## config.mk

```make
export PLATFORM = sky130hd
export DESIGN_NAME = mem_bus_arbiter
export DESIGN_NICKNAME = d
export VERILOG_FILES = /design/src/rtl/mem_bus_pkg.sv /design/src/rtl/bus_watchdog.sv /design/src/rtl/mem_bus_arbiter.sv
export SDC_FILE = /design/constraint.sdc
export NUM_CORES = 1
export LEC_CHECK = 0
export BUFFER_PORTS_ARGS = -buffer_cell sky130_fd_sc_hd__buf_4
export CORE_MARGIN = 4
export CORE_UTILIZATION = 45
export DETAILED_ROUTE_END_ITERATION = 8
export PLACE_DENSITY = 0.77
export REMOVE_ABC_BUFFERS = 1
export SLEW_MARGIN = 20
export SYNTH_ARGS = -nofsm -noshare
export SYNTH_HDL_FRONTEND = slang
export SYNTH_SLANG_ARGS = --single-unit
```

## constraint.sdc

```tcl
create_clock -name clk -period 5.51 [get_ports clk]
set_clock_uncertainty 0.15 [all_clocks]
set_input_delay 1.102 -clock clk [delete_from_list [all_inputs] [get_ports clk]]
set_output_delay 1.102 -clock clk [all_outputs]
set_load 0.02 [all_outputs]
```

## src/rtl/mem_bus_pkg.sv

```systemverilog
// Shared types and default parameters for the instruction/data memory bus arbiter.
package mem_bus_pkg;

  localparam int DEF_TIMEOUT_CYCLES = 16;
  localparam int DEF_STARVE_LIMIT   = 4;

  typedef enum logic [1:0] {
    IDLE   = 2'd0,
    BUSY_I = 2'd1,
    BUSY_D = 2'd2
  } state_t;

  typedef enum logic {
    OWN_I = 1'b0,
    OWN_D = 1'b1
  } owner_t;

  // Data normally wins; fetch wins when it is alone or has waited out its starvation budget.
  function automatic owner_t pick_owner(input logic req_i, input logic req_d,
                                        input logic starve_hit);
    if (req_i && (!req_d || starve_hit)) begin
      return OWN_I;
    end
    return OWN_D;
  endfunction

endpackage

```

## src/rtl/bus_watchdog.sv

```systemverilog
// Counts BUSY cycles of the current bus transaction and flags the last allowed cycle.
module bus_watchdog
  import mem_bus_pkg::*;
#(
  parameter int TIMEOUT_CYCLES = DEF_TIMEOUT_CYCLES
) (
  input  logic clk,
  input  logic reset,
  input  logic clear,
  input  logic enable,
  output logic expired
);

  localparam int W = (TIMEOUT_CYCLES > 1) ? $clog2(TIMEOUT_CYCLES) : 1;
  localparam logic [W-1:0] LAST = W'(TIMEOUT_CYCLES - 1);

  logic [W-1:0] r_cnt;

  // Cycle counter: cleared when a transaction starts, advanced each BUSY cycle, parked at LAST.
  always_ff @(posedge clk or posedge reset) begin
    if (reset) begin
      r_cnt <= '0;
    end else if (clear) begin
      r_cnt <= '0;
    end else if (enable && (r_cnt != LAST)) begin
      r_cnt <= r_cnt + 1'b1;
    end
  end

  // Expiry is raised during the final permitted BUSY cycle so the abort lands on its closing edge.
  assign expired = enable & (r_cnt == LAST);

endmodule

```

## src/rtl/mem_bus_arbiter.sv

```systemverilog
// Two-port (fetch/data) arbiter onto a single memory bus, with starvation guard and timeout.
module mem_bus_arbiter
  import mem_bus_pkg::*;
#(
  parameter int TIMEOUT_CYCLES = DEF_TIMEOUT_CYCLES,
  parameter int STARVE_LIMIT   = DEF_STARVE_LIMIT
) (
  input  logic        clk,
  input  logic        reset,
  // fetch port
  input  logic        i_req,
  input  logic [31:0] i_addr,
  output logic [31:0] i_rdata,
  output logic        i_ack,
  output logic        i_err,
  // data port
  input  logic        d_req,
  input  logic        d_we,
  input  logic [31:0] d_addr,
  input  logic [31:0] d_wdata,
  input  logic [3:0]  d_wmask,
  output logic [31:0] d_rdata,
  output logic        d_ack,
  output logic        d_err,
  output logic        d_stall,
  // memory side
  output logic        m_req,
  output logic        m_we,
  output logic [31:0] m_addr,
  output logic [31:0] m_wdata,
  output logic [3:0]  m_wmask,
  input  logic [31:0] m_rdata,
  input  logic        m_ack,
  input  logic        m_err
);

  localparam int SW = (STARVE_LIMIT > 0) ? $clog2(STARVE_LIMIT + 1) : 1;
  localparam logic [SW-1:0] STARVE_MAX = SW'(STARVE_LIMIT);

  state_t        r_state;
  logic [SW-1:0] r_starve_cnt;
  logic          r_m_req;
  logic          r_m_we;
  logic [31:0]   r_m_addr;
  logic [31:0]   r_m_wdata;
  logic [3:0]    r_m_wmask;
  logic [31:0]   r_i_rdata;
  logic [31:0]   r_d_rdata;
  logic          r_i_ack;
  logic          r_i_err;
  logic          r_d_ack;
  logic          r_d_err;

  logic          w_any_req;
  logic          w_starve_hit;
  owner_t        w_grant_owner;
  logic          w_busy;
  logic          w_grant;
  logic          w_done;
  logic          w_resp_ok;
  logic          w_resp_err;
  logic          w_wd_expired;

  assign w_any_req     = i_req | d_req;
  assign w_starve_hit  = (r_starve_cnt == STARVE_MAX);
  assign w_grant_owner = pick_owner(i_req, d_req, w_starve_hit);
  assign w_busy        = (r_state != IDLE);
  assign w_grant       = (r_state == IDLE) & w_any_req;
  assign w_done        = m_ack | m_err | w_wd_expired;
  // m_err dominates a simultaneous m_ack; a timeout (neither seen) also reports an error.
  assign w_resp_ok     = m_ack & ~m_err;
  assign w_resp_err    = ~w_resp_ok;

  bus_watchdog #(
    .TIMEOUT_CYCLES(TIMEOUT_CYCLES)
  ) u_watchdog (
    .clk    (clk),
    .reset  (reset),
    .clear  (w_grant),
    .enable (w_busy),
    .expired(w_wd_expired)
  );

  // Arbitration FSM: grants from IDLE, holds the bus while BUSY, registers the owner's response.
  always_ff @(posedge clk or posedge reset) begin
    if (reset) begin
      r_state      <= IDLE;
      r_starve_cnt <= '0;
      r_m_req      <= 1'b0;
      r_m_we       <= 1'b0;
      r_m_addr     <= '0;
      r_m_wdata    <= '0;
      r_m_wmask    <= '0;
      r_i_rdata    <= '0;
      r_d_rdata    <= '0;
      r_i_ack      <= 1'b0;
      r_i_err      <= 1'b0;
      r_d_ack      <= 1'b0;
      r_d_err      <= 1'b0;
    end else begin
      r_i_ack <= 1'b0;
      r_i_err <= 1'b0;
      r_d_ack <= 1'b0;
      r_d_err <= 1'b0;
      case (r_state)
        IDLE: begin
          if (w_any_req) begin
            r_m_req <= 1'b1;
            if (w_grant_owner == OWN_D) begin
              r_state      <= BUSY_D;
              r_m_we       <= d_we;
              r_m_addr     <= d_addr;
              r_m_wdata    <= d_wdata;
              r_m_wmask    <= d_wmask;
              r_starve_cnt <= i_req ? (r_starve_cnt + 1'b1) : '0;
            end else begin
              r_state      <= BUSY_I;
              r_m_we       <= 1'b0;
              r_m_addr     <= i_addr;
              r_m_wdata    <= '0;
              r_m_wmask    <= '0;
              r_starve_cnt <= '0;
            end
          end
        end
        BUSY_I, BUSY_D: begin
          if (w_done) begin
            r_state   <= IDLE;
            r_m_req   <= 1'b0;
            r_m_we    <= 1'b0;
            r_m_wmask <= '0;
            // A requester that withdrew mid-transaction gets no response at all.
            if (r_state == BUSY_I) begin
              if (i_req) begin
                r_i_ack <= w_resp_ok;
                r_i_err <= w_resp_err;
                if (w_resp_ok) r_i_rdata <= m_rdata;
              end
            end else begin
              if (d_req) begin
                r_d_ack <= w_resp_ok;
                r_d_err <= w_resp_err;
                if (w_resp_ok) r_d_rdata <= m_rdata;
              end
            end
          end
        end
        default: begin
          r_state   <= IDLE;
          r_m_req   <= 1'b0;
          r_m_we    <= 1'b0;
          r_m_wmask <= '0;
        end
      endcase
    end
  end

  assign m_req   = r_m_req;
  assign m_we    = r_m_we;
  assign m_addr  = r_m_addr;
  assign m_wdata = r_m_wdata;
  assign m_wmask = r_m_wmask;
  assign i_rdata = r_i_rdata;
  assign i_ack   = r_i_ack;
  assign i_err   = r_i_err;
  assign d_rdata = r_d_rdata;
  assign d_ack   = r_d_ack;
  assign d_err   = r_d_err;
  assign d_stall = d_req & ~r_d_ack & ~r_d_err;

endmodule

```

## Yosys cells after proc, flatten, opt, wreduce, memory -nomap -nowiden

Cells that the tools add are included.

| word-level totals | value |
|---|---|
| bits in registers | 147 |
| bits of input ports | 139 |
| output and inout port bits | 139 |

| cells by class | value |
|---|---|
| mux-type cells | 39 |
| equal/unequal tests | 7 |
| bitwise gates (word level) | 13 |
| add/subtract/negate cells | 2 |
| reduce and logical (&&, ||, !) cells | 12 |

Operator list:

| operator | count |
|---|---|
| 2-to-1 mux 32 bit | 2 |
| 2-to-1 mux 1 bit | 23 |
| 2-to-1 mux 4 bit | 5 |
| AND reduction 5 bit | 2 |
| case mux 4 bit (2 select lines) | 1 |
| 2-to-1 mux 2 bit | 3 |
| 2-to-1 mux 3 bit | 2 |
| bitwise AND 1 bit | 5 |
| NOT 1 bit | 5 |
| adder 4 x 1 -> 4 bit, second input constant | 1 |
| == test 4 bit, second input constant | 1 |
| != test 2 bit, second input constant | 2 |
| != test 4 bit, second input constant | 1 |
| case mux 1 bit (2 select lines) | 2 |
| case mux 2 bit (2 select lines) | 1 |
| AND reduction 2 bit | 2 |
| nonzero test 2 bit | 2 |
| adder 3 x 1 -> 3 bit, second input constant | 1 |
| == test 3 bit, second input constant | 1 |
| OR 1 bit | 3 |
| == test 2 x 1 -> 1 bit, second input constant | 1 |
| == test 2 bit, second input constant | 1 |
| logical AND 1 bit | 2 |
| zero test 2 bit | 1 |
| 3 further kinds | 3 |

## Depth between registers and ports, before layout

Gate-level depths: netlist of the first run.

| logic depth | value |
|---|---|
| word-level depth | 8 |
| mapped depth | 8 |
| mapped depth without buffers | 5 |

## By module

Synthesis of the first run repeated with hierarchy kept, for this count alone.

| unflattened totals | value |
|---|---|
| cell total of the unflattened synthesis | 541 |
| area, all modules | 6293.5 um^2 |

Modules (own cells, without submodules):

| module | cells an instance | area each (um^2) | instances |
|---|---|---|---|
| mem_bus_arbiter | 518 | 6059.6 | 1 |
| bus_watchdog | 23 | 234.0 | 1 |

## Worst setup path before layout of the first run

Ideal clock, no wire load.

| timing path | value |
|---|---|
| kind | input port to output port |
| from | input port d_req |
| to | output port d_stall |
| data required time | 4.258 ns |
| slack | 2.635 ns |
| arrival | 1.623 ns |
| stages | 1 |
| cell sequence | nor3b_1 |

| on the way | value |
|---|---|
| longest elaborated chain between the ends | 2 |

RTL lines:

| item | RTL line | source |
|---|---|---|
| start: declaration | mem_bus_arbiter.sv:17 | `input logic d_req,` |
| bitwise AND 1 bit (2 in a row) | mem_bus_arbiter.sv:169 | `assign d_stall = d_req & ~r_d_ack & ~r_d_err;` |
| end: declaration | mem_bus_arbiter.sv:25 | `output logic d_stall,` |

Every way passes these cells.

## Final worst setup path of the first run

| timing path | value |
|---|---|
| from | input port d_req |
| to | register r_m_wdata[26], in the netlist m_wdata[26] |

| on the way | value |
|---|---|
| longest elaborated chain between the ends | 6 |
| elaborated cells on any way between the ends | 8 |

RTL lines:

| item | RTL line | source |
|---|---|---|
| zero test 1 bit | mem_bus_pkg.sv:21 | `if (req_i && (!req_d \|\| starve_hit)) begin` |
| logical OR 1 bit | mem_bus_pkg.sv:21 |  |
| logical AND 1 bit | mem_bus_pkg.sv:21 |  |
| 2-to-1 mux 1 bit | mem_bus_pkg.sv:21 |  |
| 2-to-1 mux 1 bit | mem_bus_pkg.sv:24 | `return OWN_D;` |
| 2-to-1 mux 32 bit | mem_bus_arbiter.sv:109 | `if (w_grant_owner == OWN_D) begin` |
| end signal: assignment | mem_bus_arbiter.sv:113 | `r_m_wdata <= d_wdata;` |
| end: declaration | mem_bus_arbiter.sv:45 | `logic [31:0] r_m_wdata;` |

Several ways; a longest one is shown, not always the timed one.
A chain may end at the register's enable or synchronous reset.

==> results of run 1 <==
## worst paths after layout
check | startpoint | to | slack [ns]
setup / recovery | d_req | m_wdata[26] | 2.16
hold / removal | m_wdata[19] | m_wdata[19] | 0.34
setup reg to reg | r_starve_cnt[0] | m_wdata[26] | 2.35
hold reg to reg | m_wdata[19] | m_wdata[19] | 0.34
max in group asynchronous | reset | i_rdata[11] | 3.35
min in group asynchronous | reset | i_rdata[31] | 0.78
## metrics by stage
step / hold WS [ns] / util / total power [mW]
floorplan: 0.300 / - / 3.14
global placement: 0.315 / 0.627 / 4.21
detailed placement: 0.321 / 0.627 / 4.29
CTS: 0.341 / 0.675 / 5.57
global route: 0.354 / 0.677 / 5.85
finish: 0.336 / 0.677 / 5.55
## metal layers
metal,share of wire,vias to the layer above
met5,0.00037,-
met4,0.0092,2
met3,0.098,16
met2,0.49,259
met1,0.40,2622
li1,-,2411
## Yosys cell counts, types with 2 or more instances
master	instances
a21oi_1	2
a22o_1	6
buf_1	4
buf_2	11
buf_6	7
clkbuf_1	18
dfrtp_1	147
ha_1	5
inv_1	10
mux2_1	8
mux2_2	56
nand2_1	131
nand3_1	2
nand4_1	32
nor3b_1	4
nor4bb_1	2
o211ai_1	4
o211ai_2	28
o21ai_0	12
o21ai_1	24
o22ai_1	2
o31ai_1	2
## sequential cells by signal, summed over array words and instances (netlist names)
name,flops
m_wmask,4
m_addr,32
m_req,1
d_ack,1
m_wdata,32
i_rdata,32
r_starve_cnt,3
d_err,1
d_rdata,32
m_we,1
u_watchdog.r_cnt,4
i_err,1
r_state,2
i_ack,1
## worst max-delay path: stages
cell and delay [ns]:
buf_4 0.15, a21bo_2 0.64, and2_2 0.91, buf_4 0.45
o21ai_0 0.17
## logic make-up after synthesis
family / Yosys count / synth area share
and+or+nand+nor: 180 / 0.132
DFF: 147 / 0.586
AOI/OAI and AO/OA: 89 / 0.116
muxes: 64 / 0.115
buffers and inverters: 51 / 0.0416
adders and majority gates: 5 / 0.00996
## final cells by class
class                      instances  area, um^2  share of cell area
sequential                       147        3680               0.404
multi-input combinational        338        2360               0.259
timing repair buffer             285        2160               0.237
clock buffer                      19         443              0.0486
tap                              176         220              0.0242
clock inverter                    12         205              0.0225
inverter                          10        42.5             0.00467
## cells in the final DEF, fill, tap and decap left out, types with 3 or more instances in the layout
cell type,Yosys,routed
a22o_1,6,6
buf_4,1,284
bufinv_16,0,5
clkbuf_16,0,17
clkinv_4,0,3
dfrtp_1,147,147
ha_1,5,5
inv_1,10,9
mux2_1,8,8
mux2_2,56,56
nand2_1,131,131
nand4_1,32,32
nor3b_1,4,4
o211ai_1,4,4
o211ai_2,28,28
o21ai_0,12,12
o21ai_1,24,23
## power breakdown
group / total [mW] / leakage (nW) / switching, mW / internal (mW)
clock: 1.26 / 0.310 / 0.447 / 0.816
sequential: 1.86 / 1.87 / 0.299 / 1.56
combinational: 2.43 / 2.38 / 1.38 / 1.05
total: 5.55 / 4.56 / 2.13 / 3.42
==> metrics.md, run 1 <==
| Metric | Value |
|---|---|
| Crit path kind | `in2reg` |
| Synth cell types | `41` |
| Htree depth | `4` |
| Routed vias/inst | `5.38` |
| Core Rows | `42` |
| Initial antenna violation count | `1` |
| Cts hold-fix bufs | `0` |
| Cells after DPL | `955` |
| Max Clk Rate | `299 MHz` |
| Avg Inst Size Synth | `11.7 um^2` |
| Max-Cap Viols | `0` |
| Core ar. | `13500 um^2` |
| Busiest grt layer | `met2` |
| TritonCTS Buffers | `17` |
| Pre-CTS WS | `1.77 ns` |
| DRT antenna net count | `0` |
| Die Wd | `126 um` |
| Hold Crit Class | `reg2reg` |
| Worst VDD drop | `0.000264 V` |
| Iter 0 DRT Violations | `356` |
| Final Hold Viols | `0` |
| Final period utilization | `0.607` |
| WP data required | `5.63 ns` |
| Starting density of the core | `0.467` |
| Clk sinks | `147` |
| Pre-Repair DR Iteration Count | `4` |
| Grt met2 use | `0.387` |
| Setup violations, final | `0` |
| Largest net degree at the start of global routing | `111` |
| Fin nets | `943` |
| Leading area contributor after synthesis | `dfrtp_1` |
| # diodes | `0` |
| Met3 Use GR | `0.0851` |
| Hpwl dp | `13300 um` |
| Cell Count, Final, Fillers Out | `987` |
| Worst-Margin Slew | `0.994 ns` |
| Yosys reg bits | `147` |
| Primary FF master, synth | `dfrtp_1` |
| Critical path startpoint category | `input pin` |
| Post-Syn Area | `6280 um^2` |
| Worst skew pair latency | `0.41 ns` |
| CTS tree | `done` |
| Number of global-route vias before repair | `5542` |
| RSZ-0062 raised after global routing | `false` |
| Post-synth EDFFs | `0` |
| Layout cells sized above 1 | `0.502` |
| Setup tns final | `0 ns` |
| Final GP Congestion | `0.851` |
| Asr flop ratio synth | `1.00` |
| Top-area cell type share of the netlist area | `0.586` |
| Max clock buf depth | `2` |
| First-pass GRT wire length | `29500 um` |
| Postcts setup bufs | `0` |
| Die area | `15900 um^2` |
| Placed cell area | `8430 um^2` |
| Layout area overhead | `44.9%` |
| Crit path time final | `3.35 ns` |
| Worst Path Max Fanout | `36` |
| Final slew viol count | `0` |
| Power Density | `609 nW/um^2` |
| # DRC | `0` |
| # port buffers | `277` |
| Data arrival, critical path | `3.47 ns` |
| Drt wl/cell | `19.0 um` |
| Gr usage total | `0.232` |
| CP Capture Type | `flip-flop` |
| Root buf cell | `clkbuf_16` |
| Total number of vias | `5310` |
| PostCTS Resize Cnt | `0` |
| CTS clk-pin slew, worst paths | `0.06 ns` |
| R2R depth | `6` |
| Finished Cell Area | `9100 um^2` |
| Synth warn | `0` |
| Sequential fraction of the synthesis area | `0.586` |
| Final Worst Setup Slack | `2.16 ns` |
| Final wirelength | `18700 um` |
| Filler instances | `1027` |
| Lkg Pwr | `4.56 nW` |
| Top cells by area, synth | `dfrtp_1, mux2_2, nand2_1` |
| GR Util met1 | `0.290` |
| Cells after Synth | `536` |
| Rel. slew slack | `0.337` |
| Worst hold stages | `2` |
| Overflow after GRT | `0` |
| Die height | `126 um` |
| Status | `finished, final reports clean` |
| # IOs | `278` |
Power figures use the tool's default switching activity.
==> inputs of run 2 (changes only) <==
Settings changed: ABC_AREA from default to 1, CORE_UTILIZATION 45 to 42, PLACE_DENSITY 0.77 to 0.76.
Clock period 5.51 ns to 3 ns, I/O delays scaled along.
==> metrics.md, run 2 <==
| Metric | Value |
|---|---|
| Final slew viol count | `0 (unchanged)` |
| RSZ-0062 raised after global routing | `false` |
| Core ar. | `14000 um^2 (+4.4%)` |
| Synth cell types | `22 (-46%)` |
| # IOs | `278 (unchanged)` |
| Lkg Pwr | `4.82 nW (+5.7%)` |
| Iter 0 DRT Violations | `429 (+21%)` |
| CP Capture Type | `flip-flop` |
| Avg Inst Size Synth | `8.74 um^2 (-25%)` |
| Die area | `16500 um^2 (+3.4%)` |
| Postcts setup bufs | `0 (unchanged)` |
| Power Density | `1070 nW/um^2 (+76%)` |
| Final Hold Viols | `0 (unchanged)` |
| Hpwl dp | `13500 um (+1.8%)` |
| Data arrival, critical path | `2.33 ns (-1.14 ns)` |
| Die Wd | `128 um (+1.7%)` |
| Largest net degree at the start of global routing | `64 (-42%)` |
| Overflow after GRT | `0 (unchanged)` |
| Final GP Congestion | `0.839 (-1.5%)` |
| PostCTS Resize Cnt | `0 (unchanged)` |
| Yosys reg bits | `147 (unchanged)` |
| Layout area overhead | `45.5%` |
| Root buf cell | `clkbuf_16` |
| Crit path time final | `2.15 ns` |
| WP data required | `3.18 ns (-2.45 ns)` |
| Final wirelength | `19200 um (+2.4%)` |
| Fin nets | `1109 (+18%)` |
| Commonest non-fill, non-tap cell in the layout | `nand2_1` |
| Status | `finished, final reports clean` |
| Final Worst Setup Slack | `0.850 ns (-1.31 ns)` |
| Htree depth | `4 (unchanged)` |
| Initial antenna violation count | `0 (-1)` |
| Routed vias/inst | `5.01 (-6.9%)` |
| Critical path startpoint category | `flip-flop` |
| CTS clk-pin slew, worst paths | `0.06 ns (about the same)` |
| Top-area cell type share of the netlist area | `0.605 (+0.0195)` |
| # diodes | `0 (unchanged)` |
| CTS tree | `done` |
| Clk sinks | `147 (unchanged)` |
| GR Util met1 | `0.292 (+0.00187)` |
| Post-synth EDFFs | `0 (unchanged)` |
| Gr usage total | `0.232 (about the same)` |
| Die height | `128 um (+1.7%)` |
| Final period utilization | `0.717` |
| Layout cells sized above 1 | `0.332 (-0.170)` |
| Cells after Synth | `696 (+30%)` |
| Grt met2 use | `0.377 (-0.0108)` |
| Worst VDD drop | `0.000538 V (+100%)` |
| Setup violations, final | `0 (unchanged)` |
| Max Clk Rate | `465 MHz` |
| Top-count cell post-synth | `nand2_1` |
| Rel. slew slack | `0.592 (+0.255)` |
| Synth warn | `0 (unchanged)` |
| Total number of vias | `5798 (+9.2%)` |
| Met3 Use GR | `0.0767 (-0.00843)` |
| Asr flop ratio synth | `1.00 (unchanged)` |
| Max-Cap Viols | `0 (unchanged)` |
| # DRC | `0 (unchanged)` |
| TritonCTS Buffers | `17 (unchanged)` |
| First-pass GRT wire length | `30100 um (+2.1%)` |
| Leading area contributor after synthesis | `dfrtp_1` |
| Max clock buf depth | `2 (unchanged)` |
| DRT antenna net count | `0 (unchanged)` |
| Drt wl/cell | `16.6 um (-13%)` |
| R2R depth | `8 (+2)` |
| Most frequent cells in the layout | `nand2_1, buf_4, dfrtp_1, a21oi_1, nand3_1` |
| Post-Syn Area | `6080 um^2 (-3.2%)` |
| Worst-Margin Slew | `0.611 ns (-0.383 ns)` |
| Crit path kind | `reg2reg` |
| Busiest grt layer | `met2` |
| Pre-Repair DR Iteration Count | `4 (unchanged)` |
| # port buffers | `277 (unchanged)` |
| Pre-CTS WS | `0.826 ns (-0.943 ns)` |
| Starting density of the core | `0.433 (-0.0340)` |
| Top cells by area, synth | `dfrtp_1, nand2_1, a21oi_1` |
| Sequential fraction of the synthesis area | `0.605 (+0.0195)` |
| Worst skew pair latency | `0.41 ns (about the same)` |
| Core Rows | `43 (+2.4%)` |
| Worst Path Max Fanout | `33 (-8.3%)` |
| Hold Crit Class | `in2reg` |
| Worst hold stages | `3 (+1)` |
| Top cells by count, synth | `nand2_1, dfrtp_1, a21oi_1` |
| Primary FF master, synth | `dfrtp_1` |
| Number of global-route vias before repair | `5703 (+2.9%)` |
| Total power | `9.48 mW (+71%)` |
## run 2: worst max-delay path, stage by stage (launching register included)
cell and delay (ns):
dfrtp_1 0.40, inv_1 0.07, ha_1 0.15, nand2_1 0.05, nand2_1 0.07, nand2_2 0.27
inv_2 0.57, nand2_1 0.14, a21oi_1 0.20
## run 2: routing by layer
metal / wire length, um / up-vias
met1: 7540 / 2739
met3: 2050 / 32
li1: - / 2772
met5: 0 / -
met4: 433 / 0
met2: 9140 / 255
## run 2: area by class of cell
class / instances / area [um^2]
Clock buffer: 27 / 513
Clock inverter: 4 / 22.5
Fill cell: 1220 / 5200
Inverter: 16 / 65.1
Sequential cell: 147 / 3680
Tap cell: 180 / 225
Multi-Input combinational cell: 493 / 2140
Timing Repair Buffer: 290 / 2200
## run 2: cell families after synthesis
logic type / Yosys count / share of synthesized area
and+or+nand+nor: 382 / 0.250
DFF: 147 / 0.605
AOI/OAI and AO/OA: 104 / 0.0877
buffers and inverters: 56 / 0.0436
adders and majority gates: 5 / 0.0103
xor gates and xnor gates: 2 / 0.00288
## run 2: power by group
| group | leakage, nW | total, mW | switching [mW] | internal [mW] |
|---|---|---|---|---|
| sequential | 1.85 | 3.38 | 0.519 | 2.86 |
| clock | 0.263 | 1.92 | 0.763 | 1.16 |
| combinational | 2.70 | 4.19 | 2.51 | 1.68 |
| total | 4.82 | 9.48 | 3.79 | 5.69 |
## run 2: final timing paths
kind                            startpoint          end  slack, ns
setup / recovery           r_starve_cnt[0]    m_addr[4]       0.85
hold / removal                 m_rdata[24]  d_rdata[24]       0.24
setup reg to reg           r_starve_cnt[0]    m_addr[4]       0.85
hold reg to reg                d_rdata[25]  d_rdata[25]       0.33
max in group asynchronous            reset   m_addr[25]       1.46
min in group asynchronous            reset  i_rdata[15]       0.55
## run 2: stage by stage
stage	area [um^2]	util	instances	TNS, ns	hold WS (ns)
2_1_floorplan	5870	-	656	-250.10	0.292
3_3_place_gp	8300	0.591	1125	0	0.307
3_5_place_dp	8300	0.591	1125	0	0.317
4_1_cts	8840	0.630	1157	0	0.223
5_1_grt	8840	0.630	1157	0	0.231
6_report	8840	0.630	1157	0	0.242
## run 2: repair_timing
action,in CTS,in global routing
hold buffers,1,0
endpoints found under the setup margin,0,0
hold endpoints to repair,24,0
==> inputs of run 3 (changes only) <==
Settings changed: ABC_AREA 1 to 0, CORE_UTILIZATION 42 to 45, PLACE_DENSITY 0.76 to 0.77.
Clock period 3 ns to 2.2 ns, I/O delays scaled along.
==> metrics.md, run 3 (synthesized netlist as in run 1, its figures left out) <==
| Metric | Value |
|---|---|
| Root buf cell | `clkbuf_16` |
| Placed cell area | `8580 um^2 (+3.4%)` |
| Status | `finished, final reports clean` |
| Filler instances | `1016 (-17%)` |
| Rel. slew slack | `0.680 (+0.0880)` |
| Pre-Repair DR Iteration Count | `4 (unchanged)` |
| Hpwl dp | `14100 um (+4.2%)` |
| Layout cells sized above 1 | `0.507 (+0.175)` |
| Pre-CTS WS | `0.157 ns (-0.669 ns)` |
| Cells after DPL | `964 (-14%)` |
| Die area | `15900 um^2 (-3.3%)` |
| Starting density of the core | `0.467 (+0.0340)` |
| Die height | `126 um (-1.7%)` |
| Final period utilization | `0.937 (+0.220)` |
| Critical path startpoint category | `flip-flop` |
| Total number of vias | `5293 (-8.7%)` |
| Worst VDD drop | `0.000836 V (+55%)` |
| Worst skew pair latency | `0.41 ns (about the same)` |
| RSZ-0062 raised after global routing | `false` |
| Most frequent cells in the layout | `buf_4, dfrtp_1, nand2_1, mux2_2, nand4_1` |
| Setup tns final | `0 ns (unchanged)` |
| Routed vias/inst | `5.31 (+5.9%)` |
| Crit path time final | `2.06 ns (-0.0891 ns)` |
| Clk sinks | `147 (unchanged)` |
| Final GP Congestion | `0.840 (+0.21%)` |
| Cell Count, Final, Fillers Out | `997 (-14%)` |
| Core Rows | `42 (-2.3%)` |
| Total power | `13.9 mW (+46%)` |
| CTS tree | `done` |
| Commonest non-fill, non-tap cell in the layout | `buf_4` |
| CP Capture Type | `flip-flop` |
| Worst Path Max Fanout | `33 (unchanged)` |
| WP data required | `2.34 ns (-0.84 ns)` |
| CTS clk-pin slew, worst paths | `0.06 ns (about the same)` |
| First-pass GRT wire length | `29700 um (-1.6%)` |
| Power Density | `1500 nW/um^2 (+40%)` |
| Setup violations, final | `0 (unchanged)` |
| Finished Cell Area | `9220 um^2 (+4.2%)` |
| # IOs | `278 (unchanged)` |
| Hold Crit Class | `in2reg` |
| Initial antenna violation count | `0 (unchanged)` |
| Max Clk Rate | `485 MHz (+4.3%)` |
| Largest net degree at the start of global routing | `62 (-3.1%)` |
| Iter 0 DRT Violations | `273 (-36%)` |
| Final wirelength | `18700 um (-2.2%)` |
| Overflow after GRT | `0 (unchanged)` |
| Crit path kind | `reg2reg` |
| Final slew viol count | `0 (unchanged)` |
| Max clock buf depth | `2 (unchanged)` |
| # diodes | `0 (unchanged)` |
| DRT antenna net count | `0 (unchanged)` |
| Gr usage total | `0.236 (+0.00331)` |
| Layout area overhead | `46.8%` |
| Fin nets | `952 (-14%)` |
| Drt wl/cell | `18.8 um (+13%)` |
| Lkg Pwr | `4.61 nW (-4.4%)` |
| # DRC | `0 (unchanged)` |
| Max-Cap Viols | `0 (unchanged)` |
| TritonCTS Buffers | `17 (unchanged)` |
| # port buffers | `277 (unchanged)` |
| Worst-Margin Slew | `0.479 ns (-0.132 ns)` |
| Number of global-route vias before repair | `5645 (-1.0%)` |
| Layout Utilization | `0.685 (+0.0555)` |
| PostCTS Resize Cnt | `0 (unchanged)` |
| Data arrival, critical path | `2.20 ns (-0.13 ns)` |
| Final Worst Setup Slack | `0.139 ns (-0.711 ns)` |
| Final Hold Viols | `0 (unchanged)` |
| Core ar. | `13500 um^2 (-4.2%)` |
| Htree depth | `4 (unchanged)` |
| Die Wd | `126 um (-1.7%)` |
| Final hold slack | `0.0916 ns (-0.151 ns)` |
## run 3: cell count changes in the layout (fill, tap and decap cells not counted), moves of 5 or more
| cell | previous run | this run |
|---|---|---|
| mux2_1 | 0 | 8 |
| mux2_2 | 0 | 56 |
| o21ai_1 | 1 | 23 |
| o211ai_2 | 0 | 28 |
| o21ai_0 | 35 | 12 |
| a21oi_1 | 66 | 2 |
| nand2_1 | 292 | 131 |
| nand3_1 | 41 | 2 |
| a22o_1 | 0 | 6 |
| nor2_1 | 37 | 0 |
| buf_12 | 2 | 7 |
| nand4_1 | 6 | 32 |
## run 3: where the power goes
group          switching (mW)  internal, mW
Clock                    1.11          1.93
Sequential              0.764          3.91
Combinational            3.47          2.70
## run 3: worst max-delay path, cell delays in order (launching register included)
cell and delay, ns:
dfrtp_1 0.38, inv_1 0.06, ha_1 0.31, nand3b_1 0.16
nor3b_4 0.25, buf_12 0.23, mux2_2 0.37
## run 3: layer usage
| layer | vias up | GRT usage | wire [um] |
|---|---|---|---|
| li1 | 2427 | - | - |
| met5 | - | 0 | 0 |
| met2 | 268 | 0.390 | 9170 |
| met3 | 22 | 0.0834 | 1840 |
| met4 | 0 | 0.0751 | 281 |
| met1 | 2576 | 0.290 | 7450 |
## run 3: path summary, 6_finish.rpt
check	from	end	slack (ns)	cells past startpoint
max	r_state[0]	d_rdata[31]	0.14	6
min	d_wmask[1]	m_wmask[1]	0.09	2
max reg2reg	r_state[0]	d_rdata[31]	0.14	6
min reg2reg	m_wdata[27]	m_wdata[27]	0.33	2
max in group asynchronous	reset	m_addr[9]	0.85	4
min in group asynchronous	reset	m_wdata[17]	0.46	3
## run 3: cell type report
| cell class | count | area [um^2] | share of cell area |
|---|---|---|---|
| Inverter | 10 | 42.5 | 0.00461 |
| Tap cell | 176 | 220 | 0.0239 |
| Multi-Input combinational cell | 338 | 2360 | 0.256 |
| Timing Repair Buffer | 294 | 2300 | 0.249 |
| Clock inverter | 13 | 183 | 0.0198 |
| Sequential cell | 147 | 3680 | 0.399 |
| Clock buffer | 19 | 443 | 0.0480 |
## run 3: repair_timing
| item | CTS | global route |
|---|---|---|
| hold buffers | 1 | 0 |
| hold endpoints to repair | 34 | 0 |
| setup buffers | 0 | 0 |
